`src/rtl/serial_add_seq.sv`:
```
// Bit-serial adder (LSB first, one full-adder slice): sum/carry_out land WIDTH edges after an accepted start.
// No backpressure: start is taken only in IDLE and dropped while busy. SERIAL_ADD_OVF_EN adds a signed-overflow output.
module serial_add_seq #(
   parameter int WIDTH = 4
) (
   input  logic             clk,
   input  logic             clear,
   input  logic             start,
   input  logic [WIDTH-1:0] a_in,
   input  logic [WIDTH-1:0] b_in,
   input  logic             cin,
   output logic             busy,
   output logic             done,
   output logic [WIDTH-1:0] sum,
   output logic             carry_out
`ifdef SERIAL_ADD_OVF_EN
  ,output logic             ovf
`endif
);

   localparam int CW = $clog2(WIDTH + 1);

   typedef enum logic [1:0] {
      IDLE  = 2'd0,
      SHIFT = 2'd1,
      DONE  = 2'd2
   } state_t;

   state_t           state;
   logic [WIDTH-1:0] shift_a;
   logic [WIDTH-1:0] shift_b;
   logic             carry;
   logic [CW-1:0]    count;

   logic             bit_s;
   logic             bit_c;
   logic             last_bit;

   assign bit_s    = shift_a[0] ^ shift_b[0] ^ carry;
   assign bit_c    = (shift_a[0] & shift_b[0]) | (shift_a[0] & carry) | (shift_b[0] & carry);
   assign last_bit = (count == CW'(WIDTH - 1));

   // shift_a doubles as the result register: sum bits enter at the MSB as operand bits leave the LSB
   always_ff @(posedge clk or posedge clear) begin
      if (clear) begin
         state     <= IDLE;
         shift_a   <= '0;
         shift_b   <= '0;
         carry     <= 1'b0;
         count     <= '0;
         busy      <= 1'b0;
         done      <= 1'b0;
         sum       <= '0;
         carry_out <= 1'b0;
`ifdef SERIAL_ADD_OVF_EN
         ovf       <= 1'b0;
`endif
      end else begin
         case (state)
            IDLE: begin
               if (start) begin
                  shift_a <= a_in;
                  shift_b <= b_in;
                  carry   <= cin;
                  count   <= '0;
                  busy    <= 1'b1;
                  state   <= SHIFT;
               end
            end
            SHIFT: begin
               shift_a <= {bit_s, shift_a[WIDTH-1:1]};
               shift_b <= {1'b0, shift_b[WIDTH-1:1]};
               carry   <= bit_c;
               count   <= count + CW'(1);
               if (last_bit) begin
                  sum       <= {bit_s, shift_a[WIDTH-1:1]};
                  carry_out <= bit_c;
`ifdef SERIAL_ADD_OVF_EN
                  // on the MSB slice the carry flop holds the carry into the MSB
                  ovf       <= carry ^ bit_c;
`endif
                  done      <= 1'b1;
                  state     <= DONE;
               end
            end
            DONE: begin
               done  <= 1'b0;
               busy  <= 1'b0;
               state <= IDLE;
            end
            default: begin
               done  <= 1'b0;
               busy  <= 1'b0;
               state <= IDLE;
            end
         endcase
      end
   end

endmodule

```
`config.mk`:
```
export PLATFORM = sky130hd
export DESIGN_NAME = serial_add_seq
export DESIGN_NICKNAME = d
export VERILOG_FILES = /design/src/rtl/serial_add_seq.sv
export SDC_FILE = /design/constraint.sdc
export NUM_CORES = 1
export LEC_CHECK = 0
export ABC_AREA = 1
export BUFFER_PORTS_ARGS = -buffer_cell sky130_fd_sc_hd__buf_4
export CORE_MARGIN = 1.5
export CORE_UTILIZATION = 52
export CTS_CLUSTER_SIZE = 10
export DETAILED_ROUTE_END_ITERATION = 8
export PLACE_DENSITY = 0.72
export SYNTH_ARGS = -nofsm -noshare
export SYNTH_HDL_FRONTEND = slang
export SYNTH_SLANG_ARGS = --single-unit
```
`constraint.sdc`:
```
create_clock -name clk -period 2.95 [get_ports clk]
set_clock_uncertainty 0.05 [all_clocks]
set_input_delay 0.59 -clock clk [delete_from_list [all_inputs] [get_ports clk]]
set_output_delay 0.59 -clock clk [all_outputs]
set_load 0.1 [all_outputs]
```
==> results.yml <==
clock_network:
  cts_made_buffers: 3
  cts-root-buf: "clkbuf_4"
  cts_tree: "done"
  clk-insertion-delay-late_ns: 0.30
  cts_resized: 0
  post_cts_buffers: 0
  clock_path_buffers: 2
  clk_pin_slew_worst_paths_ns: 0.11
  cts-htree-levels: 1
  hold_buffers: 0
  numClockSinks: 21
setup_path:
  start_kind: "flop"
  critPathRequiredTime_ns: 2.31
  worstPathMaxFanout: 2
  cpLargestDelayFamily: "flip-flops"
  crit_path_cell_trace: "buf_4"
  cpPeakStageDelay_ns: 0.36
  path_class: "flop to output port"
  crit_slowest_cell: "dfrtp_1"
  end_kind: "output port"
  cp_data_arrival_time_ns: 0.95
  crit_buf_inv: 1
  reg2reg_setup_slack_ns: 1.65
final_layout:
  syn_to_final_growth_pct: 14.55
  nNetsFinal: 136
  final_area_um2: 1172
  fin_cells: 145
  n_antenna_cell: 0
  final_common_cell: "nand2_1"
  layout_common_cells: "nand2_1 (30), dfrtp_1 (21), buf_4 (18), nand3_1 (17), nand3_2 (12)"
  drive_above_1_share: 0.3333
die:
  io_pins: 19
  core-area_um2: 1783
  start_util: 0.5740
  die_h_um: 47.37
  placementRows: 15
  die_w_um: 47.37
  die-area_um2: 2243
power:
  leakage_uw: 0.0006009
  power_density_nw_per_um2: 1209
  vdd_drop_max_v: 0.0007270
  total_power_uw: 1418
place:
  placed_area_um2: 1146
  place_hpwl_mm: 1.181
  placed_cells: 141
  gp_congestion: 0.6718
  io_buffers: 18
routing:
  drt_iter0_drc: 4
  vias: 702
  drc: 0
  wl_mm: 1.663
  ant_nets: 0
  drtPass1Iterations: 3
  wl_per_cell_um: 11.47
  vias_per_cell: 4.841
sta:
  slew_headroom: 0.4855
  fin_tns_setup_ns: 0
  worst_pin_slew_ns: 0.7708
  hold_viol_final: 0
  fin_crit_ns: 1.592
  fin_crit_sh: 0.5396
  max_freq_mhz: 628.2
  grt_setup_unrepaired: "no"
  maxSlewViolCount: 0
  finalSetupViolations: 0
synth:
  yosys_warnings: 0
  synth_cell_type_count: 16
  yosysSeqAreaShare: 0.5134
  netlist_area_um2: 1023
  synthCells: 101
  avgSynthCellArea_um2: 10.13
  synth_nets: 116
  synth-seq-cells: 21
status:
  status: "finished clean"
global_route:
  grt_max_degree: 22
  grt_pass1_wl_mm: 2.725
  track_usage: 0.1767
  grt_pass1_vias: 664
  antenna_found_initial: 0
  grt_overflow: 0
run:
  maxCapViolCount: 0
hold_path:
  hold_path_class: "primary input to asynchronous set/reset pin"
Yosys cell counts (all sizes together):
| cell | number | area (um^2) |
|---|---|---|
| a21oi | 1 | 5.000 |
| buf | 2 | 40.04 |
| clkbuf | 1 | 3.750 |
| dfrtp | 21 | 525.5 |
| fa | 1 | 20.02 |
| ha | 2 | 25.02 |
| inv | 6 | 25.02 |
| nand2 | 32 | 135.1 |
| nand3 | 29 | 205.2 |
| nor2 | 3 | 23.77 |
| o21ai | 3 | 15.01 |
cell families after synthesis:
logic type / count (synthesis) / share of synthesized area
and+or+nand+nor: 64 / 0.3557
DFF: 21 / 0.5134
buffers and inverters: 9 / 0.06723
AOI/OAI and AO/OA: 4 / 0.01955
adders and majority gates: 3 / 0.04401
flip-flops by register name (all words and copies together) (netlist names):
name / count
busy: 1
carry: 1
carry_out: 1
count: 3
done: 1
shift_a: 4
shift_b: 4
state: 2
sum: 4
report_power, final:
part / internal [uW] / total [uW] / switching [uW]
clock network: 52.7 / 135 / 81.9
registers: 414 / 510 / 96.5
logic: 202 / 773 / 571
per-stage QoR:
stage,utilization,worst slack [ns],hold slack [ns]
after floorplan,-,1.412,0.4142
after global placement,0.6428,1.605,0.4043
after detailed placement,0.6428,1.598,0.4095
after CTS,0.6575,1.341,0.3928
after global routing,0.6575,1.298,0.4199
final,0.6575,1.358,0.3725
per-layer routing:
layer  part of all wire  routed length [um]  global-route usage
met1               0.44                 726              0.2087
met2               0.51                 854              0.3054
met3              0.033                  55             0.03462
met4              0.017                  28             0.08333
met5                  0                   0                   0
layout make-up:
class / count / area, um^2
inverter: 6 / 25.02
timing repair buffer: 18 / 135.1
clock buffer: 4 / 26.28
sequential: 21 / 525.5
tap: 25 / 31.28
multi-input combinational: 71 / 429.2
fill: 161 / 610.6
final timing paths:
check / from / endpoint / cells after the start
max: sum[1] / sum[1] / 1
min: clear / done / 2
max reg2reg: count[0] / sum[0] / 7
min reg2reg: carry_out / carry_out / 2
max in group asynchronous: clear / shift_b[3] / 2
min in group clk: carry_out / carry_out / 2
Power figures use the tool's default switching activity.
